===== config.mk =====
export PLATFORM = sky130hd
export DESIGN_NAME = mlsd_decision_sched
export DESIGN_NICKNAME = d
export VERILOG_FILES = /design/src/rtl/mlsd_sched_pkg.sv /design/src/rtl/mlsd_min_tracker.sv /design/src/rtl/mlsd_decision_sched.sv
export SDC_FILE = /design/constraint.sdc
export NUM_CORES = 1
export LEC_CHECK = 0
export ABC_AREA = 1
export ABC_CLOCK_PERIOD_IN_PS = 1800
export CORE_MARGIN = 2
export CORE_UTILIZATION = 57
export DETAILED_ROUTE_END_ITERATION = 10
export DONT_BUFFER_PORTS = 1
export PLACE_DENSITY = 0.75
export SETUP_SLACK_MARGIN = 0.15
export SLEW_MARGIN = 20
export SYNTH_ARGS = -nofsm -noshare
export SYNTH_HDL_FRONTEND = slang
export SYNTH_SLANG_ARGS = --single-unit

===== constraint.sdc =====
create_clock -name clk -period 1.8 [get_ports clk]
set_clock_uncertainty 0.15 [all_clocks]
set_input_delay 0.27 -clock clk [delete_from_list [all_inputs] [get_ports clk]]
set_output_delay 0.27 -clock clk [all_outputs]
set_load 0.05 [all_outputs]

===== src/rtl/mlsd_sched_pkg.sv =====
// Shared types and sizing helpers for the MLSD decision scheduler.
package mlsd_sched_pkg;

  // Scheduler phases: accept a frame, stream requests, wait for the last
  // distance, publish the decisions.
  typedef enum logic [1:0] {
    ST_IDLE  = 2'd0,
    ST_ISSUE = 2'd1,
    ST_DRAIN = 2'd2,
    ST_DONE  = 2'd3
  } sched_state_e;

  localparam int DEF_NUM_CHANNELS = 16;
  localparam int DEF_NBIT         = 1;
  localparam int DEF_CODE_BW      = 10;

  // Number of hypotheses tested per channel for a given decision width.
  function automatic int num_hyp(input int nbit);
    return 1 << nbit;
  endfunction

  // Index width for a table of n entries, never narrower than one bit.
  function automatic int idx_width(input int n);
    return (n > 1) ? $clog2(n) : 1;
  endfunction

endpackage


===== src/rtl/mlsd_min_tracker.sv =====
// Running arg-min over the hypotheses of one channel. The first hypothesis
// seeds the minimum; later ones replace it only when strictly smaller, so
// ties resolve to the lowest hypothesis index.
module mlsd_min_tracker
  import mlsd_sched_pkg::*;
#(
  parameter int nbit         = DEF_NBIT,
  parameter int codeBitwidth = DEF_CODE_BW
) (
  input  logic                           clk,
  input  logic                           rst,
  input  logic                           clear_i,
  input  logic                           sample_valid_i,
  input  logic [nbit-1:0]                hyp_i,
  input  logic signed [codeBitwidth-1:0] dist_i,
  output logic [nbit-1:0]                result_o
);

  logic signed [codeBitwidth-1:0] best_dist_q, best_dist_d;
  logic [nbit-1:0]                best_hyp_q,  best_hyp_d;

  // Compare the incoming distance against the running minimum.
  // NOTE: every variable gets its hold value first so no path leaves it
  // unassigned, which would otherwise infer a latch.
  always_comb begin
    best_dist_d = best_dist_q;
    best_hyp_d  = best_hyp_q;
    if (sample_valid_i) begin
      if (hyp_i == '0) begin
        best_dist_d = dist_i;
        best_hyp_d  = '0;
      end else if (dist_i < best_dist_q) begin
        best_dist_d = dist_i;
        best_hyp_d  = hyp_i;
      end
    end
  end

  // The post-update winner lets the caller capture a channel's decision in
  // the same cycle its last hypothesis arrives.
  assign result_o = best_hyp_d;

  // Running-minimum registers; a flush discards any partial channel.
  // NOTE: sequential state uses non-blocking assignments so every flop
  // samples pre-edge values regardless of block ordering.
  always_ff @(posedge clk or posedge rst) begin
    if (rst) begin
      best_dist_q <= '0;
      best_hyp_q  <= '0;
    end else if (clear_i) begin
      best_dist_q <= '0;
      best_hyp_q  <= '0;
    end else begin
      best_dist_q <= best_dist_d;
      best_hyp_q  <= best_hyp_d;
    end
  end

endmodule


===== src/rtl/mlsd_decision_sched.sv =====
// MLSD decision scheduler: for each accepted frame it walks every
// (channel, hypothesis) pair through the shared external distance unit,
// keeps the arg-min per channel, and publishes all decisions at once.
module mlsd_decision_sched
  import mlsd_sched_pkg::*;
#(
  parameter int numChannels  = DEF_NUM_CHANNELS,
  parameter int nbit         = DEF_NBIT,
  parameter int codeBitwidth = DEF_CODE_BW
) (
  input  logic                                 clk,
  input  logic                                 rst,
  input  logic                                 flush,
  input  logic                                 frame_valid,
  output logic                                 frame_ready,
  output logic                                 dist_req,
  output logic [$clog2(numChannels)-1:0]       dist_ch,
  output logic [nbit-1:0]                      dist_hyp,
  input  logic signed [codeBitwidth-1:0]       dist_in,
  output logic [numChannels-1:0][nbit-1:0]     predict_bits,
  output logic                                 bits_valid,
  output logic                                 busy
);

  localparam int H    = num_hyp(nbit);
  localparam int CH_W = $clog2(numChannels);

  localparam logic [CH_W-1:0] LAST_CH  = CH_W'(numChannels - 1);
  localparam logic [nbit-1:0] LAST_HYP = nbit'(H - 1);

  sched_state_e state_q, state_d;

  logic [CH_W-1:0] ch_q,  ch_d;
  logic [nbit-1:0] hyp_q, hyp_d;

  // One-deep tag: which request the current dist_in answers.
  logic            tag_valid_q, tag_valid_d;
  logic [CH_W-1:0] tag_ch_q,    tag_ch_d;
  logic [nbit-1:0] tag_hyp_q,   tag_hyp_d;

  logic [numChannels-1:0][nbit-1:0] shadow_q,  shadow_d;
  logic [numChannels-1:0][nbit-1:0] predict_q, predict_d;

  logic            last_req;
  logic [nbit-1:0] trk_result;

  assign last_req = (state_q == ST_ISSUE) && (ch_q == LAST_CH) && (hyp_q == LAST_HYP);

  // Status and request outputs decode directly from the state so reset
  // forces them to their idle values.
  assign frame_ready = (state_q == ST_IDLE);
  assign busy        = (state_q != ST_IDLE);
  assign bits_valid  = (state_q == ST_DONE);
  assign dist_req    = (state_q == ST_ISSUE);
  assign dist_ch     = dist_req ? ch_q  : '0;
  assign dist_hyp    = dist_req ? hyp_q : '0;
  assign predict_bits = predict_q;

  // Next-state logic; flush overrides everything, including an accept.
  always_comb begin
    state_d = state_q;
    unique case (state_q)
      ST_IDLE:  if (frame_valid) state_d = ST_ISSUE;
      ST_ISSUE: if (last_req)    state_d = ST_DRAIN;
      ST_DRAIN: state_d = ST_DONE;
      ST_DONE:  state_d = ST_IDLE;
      default:  state_d = ST_IDLE;
    endcase
    if (flush) state_d = ST_IDLE;
  end

  // Request counters: hypothesis inner, channel outer, wrapping to zero
  // after the final request of the frame.
  always_comb begin
    ch_d  = ch_q;
    hyp_d = hyp_q;
    if (state_q == ST_ISSUE) begin
      hyp_d = hyp_q + nbit'(1);
      if (hyp_q == LAST_HYP) begin
        ch_d = (ch_q == LAST_CH) ? '0 : ch_q + CH_W'(1);
      end
    end
    if (flush) begin
      ch_d  = '0;
      hyp_d = '0;
    end
  end

  // Tag pipeline and shadow capture of each finished channel.
  always_comb begin
    tag_valid_d = dist_req && !flush;
    tag_ch_d    = flush ? '0 : dist_ch;
    tag_hyp_d   = flush ? '0 : dist_hyp;

    shadow_d = shadow_q;
    if (tag_valid_q && (tag_hyp_q == LAST_HYP)) begin
      shadow_d[tag_ch_q] = trk_result;
    end
    if (flush) shadow_d = '0;

    // The last channel completes on the same edge that enters DONE, so the
    // published word is taken from the shadow's next value.
    predict_d = predict_q;
    if ((state_q == ST_DRAIN) && !flush) predict_d = shadow_d;
  end

  mlsd_min_tracker #(
    .nbit         (nbit),
    .codeBitwidth (codeBitwidth)
  ) u_min_tracker (
    .clk            (clk),
    .rst            (rst),
    .clear_i        (flush),
    .sample_valid_i (tag_valid_q),
    .hyp_i          (tag_hyp_q),
    .dist_i         (dist_in),
    .result_o       (trk_result)
  );

  // Control, pipeline and decision registers.
  // NOTE: the shadow and output arrays are small flop banks, not RAM, so
  // they take the asynchronous reset like any other register.
  always_ff @(posedge clk or posedge rst) begin
    if (rst) begin
      state_q     <= ST_IDLE;
      ch_q        <= '0;
      hyp_q       <= '0;
      tag_valid_q <= 1'b0;
      tag_ch_q    <= '0;
      tag_hyp_q   <= '0;
      shadow_q    <= '0;
      predict_q   <= '0;
    end else begin
      state_q     <= state_d;
      ch_q        <= ch_d;
      hyp_q       <= hyp_d;
      tag_valid_q <= tag_valid_d;
      tag_ch_q    <= tag_ch_d;
      tag_hyp_q   <= tag_hyp_d;
      shadow_q    <= shadow_d;
      predict_q   <= predict_d;
    end
  end

endmodule


==> impl_metrics.py, run 1 <==
metrics = {
    "outcome": {
        "status": "finished, violations left",
        "violations": "setup timing",
    },
    "sta": {
        "timing.fmax_ghz": 0.516,
        "finalCritPeriodShare": 1.08,
        "rsz0062_at_grt": "true",
        "hold_violations": 0,
        "fin_tns_setup_ns": -4.38,
        "fin_ws_ns": -0.137,
        "slew_headroom": 0.482,
        "fin_crit_ns": 1.94,
        "whs_ns": 0.00456,
        "worst_pin_slew_ns": 0.774,
        "setup_violations": 47,
        "finalMaxSlewViolations": 0,
    },
    "drt": {
        "drt-vias-per-instance": 5.42,
        "drt-pass1-iter-count": 4,
        "totalWireLength_um": 7260,
        "vias": 2567,
        "drt_iter0_drc": 201,
        "final_antenna_net_count": 0,
        "drc_errors": 0,
        "wl_per_cell_um": 15.3,
    },
    "job": {
        "maxCapViolCount": 0,
    },
    "power": {
        "internal_power_mw": 2.37,
        "irDropWorstVdd_mv": 0.937,
        "p_sw_mw": 1.43,
        "total_power_mw": 3.81,
        "power_frac_seq": 0.395,
        "pwr_density_cell_mw_per_mm2": 981,
        "power.share.switching": 0.377,
        "leakagePower_nw": 1.94,
        "power_frac_clock": 0.228,
        "power_frac_comb": 0.377,
    },
    "synth": {
        "synthesis.nets": 394,
        "synth_top_area_frac": 0.483,
        "syn_inst": 366,
        "yosysSeqAreaShare": 0.483,
        "yosys_register_bits": 56,
        "yosysTopAreaCell": "dfrtp_1",
        "synthTopCellsByArea": "dfrtp_1 48%, nand2_1 13%, nor2_1 7.2%",
        "syn_area_per_cell_um2": 7.92,
        "netlist_area_mm2": 0.00290,
        "yosysWarnings": 0,
        "ys_types": 24,
    },
    "grt": {
        "grt_pass1_vias": 2653,
        "grt_pass1_wl_um": 11500,
        "met1_usage": 0.343,
        "antenna_found_initial": 0,
        "grt_usage": 0.265,
        "grt.busiest_layer": "met2",
        "gr-usage-met2": 0.452,
        "grt_max_degree": 26,
        "use_met3": 0.0384,
        "grt-ovfl-total": 0,
    },
    "critical_path": {
        "cp_data_arrival_time_ns": 2.00,
        "crit_slowest_cell": "dfrtp_1",
        "ff2ff_path_depth": 12,
        "end_kind": "flip-flop",
        "crit_chain": "inv_2, ha_4, nand2_2, nor2_1, nand3_2, nand4_1, buf_6, nand2_4, nand3_4, nand2_4, nand2_2, nand2_1",
        "crit_start": "u_min_tracker.best_dist_q[4]",
        "rrSetupSlack_ns": -0.14,
        "start_kind": "flip-flop",
        "cpPeakStageDelay_ns": 0.41,
        "worst_ep_required_time_ns": 1.87,
        "path_max_fanout": 5,
        "worstReg2RegStart": "u_min_tracker.best_dist_q[4]",
        "r2r-end": "u_min_tracker.best_dist_q[0]",
        "setup.worst_path.class": "reg -> reg",
    },
    "floorplanning": {
        "core_area_mm2": 0.00482,
        "start_util": 0.602,
        "io_pins": 39,
        "rows": 25,
        "die_w_um": 75.3,
        "die_h_um": 75.3,
        "die-area_mm2": 0.00567,
    },
    "worst_hold_path": {
        "min-delay-start": "flush",
        "min_path_cells": 3,
        "hold_path.class": "in -> reg",
        "holdPathEnd": "state_q[1]",
    },
    "final_layout": {
        "area_growth_pct": 33.8,
        "drive_above_1_share": 0.295,
        "final_common_cell": "nand2_1",
        "layout.nets": 434,
        "diodes": 0,
        "mostFrequentLayoutCells": "82 x nand2_1, 56 x nor2_1, 53 x dfrtp_1",
    },
    "clock_tree": {
        "clkLatencyLatePin_ns": 0.32,
        "cts_made_buffers": 5,
        "cts_buffer_depth": 2,
        "root_buffer": "clkbuf_8",
        "cts_tree": "done",
        "cts_sinks": 56,
        "clk_pin_slew_ns": 0.11,
        "htree_levels": 2,
    },
    "place": {
        "port_buffers": 0,
        "gp_congestion": 0.824,
        "dp_hpwl_um": 4070,
    },
}
-- registers in the layout, indices dropped and copies added (netlist names) --
register and count:
predict_bits 16, shadow_q 16, u_min_tracker.best_dist_q 10, ch_q 4, tag_ch_q 4, state_q 2, hyp_q 1, tag_hyp_q 1
tag_valid_q 1, u_min_tracker.best_hyp_q 1
-- cell families after synthesis --
kind of cell	Yosys count	share of synthesized area
adder cells (fa/ha/maj)	14	0.0604
buffers and inverters	63	0.0876
AO/OA/AOI/OAI	20	0.0406
AND/OR/NAND/NOR	213	0.328
flip-flops	56	0.483
-- cells in the mapped netlist, drive strengths merged --
library cell	n
a21o	1
a21oi	9
buf	6
clkbuf	4
dfrtp	56
ha	14
inv	53
nand2	106
nand3	38
nand4	11
nor2	58
o211ai	1
o21a	4
o21ai	4
o31ai	1
-- timing repair --
item,4_1_cts,5_1_grt
hold endpoints to repair,59,20
endpoints found under the setup margin,52,53
setup buffers,7,5
hold buffers,12,1
gates resized for setup,42,43
pin swaps,18,17
cloned,3,0
-- worst max-delay path by stage --
stage / endpoint / cells past startpoint / slack (ns)
2_1_floorplan: predict_bits[7] / 13 / 0.04
3_3_place_gp: predict_bits[1] / 12 / -0.09
3_5_place_dp: predict_bits[1] / 12 / -0.13
4_1_cts: predict_bits[15] / 10 / -0.07
5_1_grt: u_min_tracker.best_dist_q[0] / 12 / -0.24
6_report: u_min_tracker.best_dist_q[0] / 12 / -0.14
-- critical path, delay by kind of cell, from the launching register on --
kind	cells	cell delay [ns]
simple gates	9	0.78
fa+ha+maj	1	0.26
flops	1	0.41
buf+inv	2	0.21
-- per-layer routing --
metal | share of wire | up-vias
met1 | 0.44 | 1247
met2 | 0.50 | 82
met5 | 0 | -
li1 | - | 1227
met4 | 0.015 | 0
met3 | 0.048 | 11
-- final cells by class --
class | instances | area [um2]
clock buffers | 5 | 68.8
multi-input cells | 250 | 1610
well taps | 67 | 83.8
inverters | 53 | 218
repair buffers | 40 | 445
flip-flops and latches | 56 | 1410
fillers | 299 | 936
clock inverters | 3 | 46.3
-- metrics by stage --
step | setup WS [ns] | utilization | cells | instance area [um2]
detailed placement | -0.129 | 0.659 | 438 | 3180
floorplan | 0.0426 | - | 366 | 2970
global route | -0.237 | 0.806 | 474 | 3880
finish | -0.137 | 0.806 | 474 | 3880
global placement | -0.0864 | 0.659 | 438 | 3180
CTS | -0.0684 | 0.764 | 468 | 3680
-- power groups by stage --
stage / clock, mW / sequential (mW) / combinational, mW
CTS: 0.862 / 1.49 / 1.29
global placement: 0 / 1.50 / 0.945
finish: 0.869 / 1.50 / 1.43
detailed placement: 0 / 1.50 / 0.968
floorplan: 0 / 1.49 / 0.763
global route: 0.905 / 1.52 / 1.54
Power figures use the tool's default switching activity.
==> inputs of run 2 (changes only) <==
==> constraint.sdc (replaced) <==
create_clock -name clk -period 1.8 [get_ports clk]
set_clock_uncertainty 0.15 [all_clocks]
set_input_delay 0.27 -clock clk [delete_from_list [all_inputs] [get_ports clk]]
set_output_delay 0.27 -clock clk [all_outputs]
set_load 0.01 [all_outputs]
==> run 2 against run 1 <==
Net effect:
- the run still ends with setup timing left
- count of clock-buffer cells in the layout unchanged
- worst setup slack worse by 0.16 ns
- core utilization fell by 3.9 points
- critical path depth decreased by 1
- die area did not move
- sequential power down 3%
- routed wire length up 2.8%
- non-clock buffer count is 9 lower
- fmax is 7.5% lower
==> impl_metrics.py, run 2 (same netlist as run 1, synthesis figures left out) <==
metrics = {
    "outcome": {
        "status": "finished, violations left",
        "violations": "setup timing",
    },
    "power": {
        "internal_power_mw": 2.21,
        "p_sw_mw": 1.20,
        "power_frac_seq": 0.427,
        "power.share.switching": 0.351,
        "pwr_density_cell_mw_per_mm2": 922,
        "power_frac_clock": 0.251,
        "power_frac_comb": 0.322,
        "irDropWorstVdd_mv": 0.922,
        "leakagePower_nw": 1.89,
    },
    "clock_tree": {
        "cts_buffer_depth": 2,
        "cts_made_buffers": 5,
        "clk_pin_slew_ns": 0.10,
        "root_buffer": "clkbuf_8",
        "cts_tree": "done",
        "cts_sinks": 56,
        "clkLatencyLatePin_ns": 0.31,
        "htree_levels": 2,
    },
    "sta": {
        "fin_ws_ns": -0.294,
        "fin_crit_ns": 2.09,
        "fin_tns_setup_ns": -9.23,
        "rsz0062_at_grt": "true",
        "hold_violations": 0,
        "timing.fmax_ghz": 0.478,
        "slew_headroom": 0.484,
        "setup_violations": 43,
        "finalMaxSlewViolations": 0,
        "finalCritPeriodShare": 1.16,
        "worst_pin_slew_ns": 0.774,
    },
    "floorplanning": {
        "die_h_um": 75.3,
        "rows": 25,
        "core_area_mm2": 0.00482,
        "start_util": 0.602,
        "io_pins": 39,
        "die-area_mm2": 0.00567,
        "die_w_um": 75.3,
    },
    "grt": {
        "grt_max_degree": 57,
        "grt_usage": 0.258,
        "grt_pass1_vias": 2402,
        "grt_pass1_wl_um": 11100,
        "grt-ovfl-total": 0,
        "antenna_found_initial": 0,
    },
    "critical_path": {
        "endpoint": "predict_bits[8]",
        "worstReg2RegStart": "u_min_tracker.best_dist_q[1]",
        "path_max_fanout": 8,
        "crit_start": "u_min_tracker.best_dist_q[1]",
        "rrSetupSlack_ns": -0.29,
        "setup.worst_path.class": "reg -> reg",
        "cp_data_arrival_time_ns": 2.16,
        "end_kind": "flip-flop",
        "start_kind": "flip-flop",
        "worst_ep_required_time_ns": 1.87,
        "r2r-end": "predict_bits[8]",
        "ff2ff_path_depth": 11,
    },
    "drt": {
        "drt-pass1-iter-count": 4,
        "wl_per_cell_um": 16.1,
        "final_antenna_net_count": 0,
        "drt-vias-per-instance": 5.43,
        "drc_errors": 0,
        "totalWireLength_um": 7470,
        "drt_iter0_drc": 193,
        "vias": 2527,
    },
    "final_layout": {
        "stdcell_count": 465,
        "fillers": 336,
        "diodes": 0,
        "area_growth_pct": 27.4,
        "drive_above_1_share": 0.279,
        "fin_util": 0.767,
        "final_common_cell": "nand2_1",
        "mostFrequentLayoutCells": "82 x nand2_1, 55 x nor2_1, 53 x dfrtp_1",
        "layout.nets": 425,
    },
    "place": {
        "port_buffers": 0,
        "gp_congestion": 0.799,
        "dp_hpwl_um": 3990,
        "place_ws_ns": -0.184,
        "dpl.cell_count": 432,
    },
    "job": {
        "maxCapViolCount": 0,
    },
    "worst_hold_path": {
        "hold_path.class": "in -> reg",
    },
}
run 2: layer usage:
layer	up-vias	track usage	share of wire
met4	0	0.0955	0.029
met5	-	0	0
met2	84	0.426	0.50
li1	1209	-	-
met3	26	0.0582	0.046
met1	1208	0.336	0.42
run 2: through the flow:
stage                     total power, mW  hold slack [ns]  instance area [um2]
after floorplan                      1.93            0.197                 2930
after global placement               2.09           0.0937                 3030
after detailed placement             2.12           0.0933                 3030
after CTS                            3.19           0.0211                 3500
after global routing                 3.56           0.0590                 3690
final                                3.41           0.0182                 3690
run 2: timing repair:
| item | CTS | global route |
|---|---|---|
| setup buffers | 4 | 6 |
| endpoints found under the setup margin | 50 | 55 |
| resized for setup | 40 | 42 |
| cloned | 3 | 0 |
| pin swaps | 17 | 11 |
| hold endpoints to repair | 97 | 0 |
| hold buffers | 12 | 0 |
run 2: area by class of cell:
cell class | count | area (um2) | area share
multi-input combinational | 250 | 1590 | 0.431
sequential | 56 | 1410 | 0.380
timing repair buffer | 31 | 294 | 0.0796
inverter | 53 | 205 | 0.0556
tap | 67 | 83.8 | 0.0227
clock buffer | 5 | 68.8 | 0.0186
clock inverter | 3 | 46.3 | 0.0125
run 2: worst max-delay path: stages (launching register included):
cell and delay (ns):
dfrtp_1 0.40, inv_1 0.08, ha_1 0.29, nand2_1 0.10, nand2_1 0.08, nand3_2 0.10
nand4_1 0.17, buf_6 0.19, nand3_4 0.17, nand3_2 0.13, nand3_2 0.09, nand2_1 0.05
run 2: worst min-delay path by stage:
| stage | start | to | slack (ns) | depth (start not counted) |
|---|---|---|---|---|
| finish | frame_valid | state_q[1] | 0.02 | 3 |
| CTS | frame_valid | state_q[1] | 0.02 | 3 |
| floorplan | rst | ch_q[0] | 0.20 | 1 |
| global placement | rst | u_min_tracker.best_dist_q[3] | 0.09 | 2 |
| detailed placement | rst | u_min_tracker.best_dist_q[8] | 0.09 | 2 |
| global route | frame_valid | state_q[1] | 0.06 | 3 |
run 2: power groups by stage:
stage / Sequential, mW / Combinational, mW / Clock [mW]
after floorplan: 1.44 / 0.488 / 0
after global placement: 1.45 / 0.635 / 0
after detailed placement: 1.46 / 0.657 / 0
after CTS: 1.45 / 0.879 / 0.863
after global routing: 1.46 / 1.19 / 0.916
final: 1.45 / 1.10 / 0.856
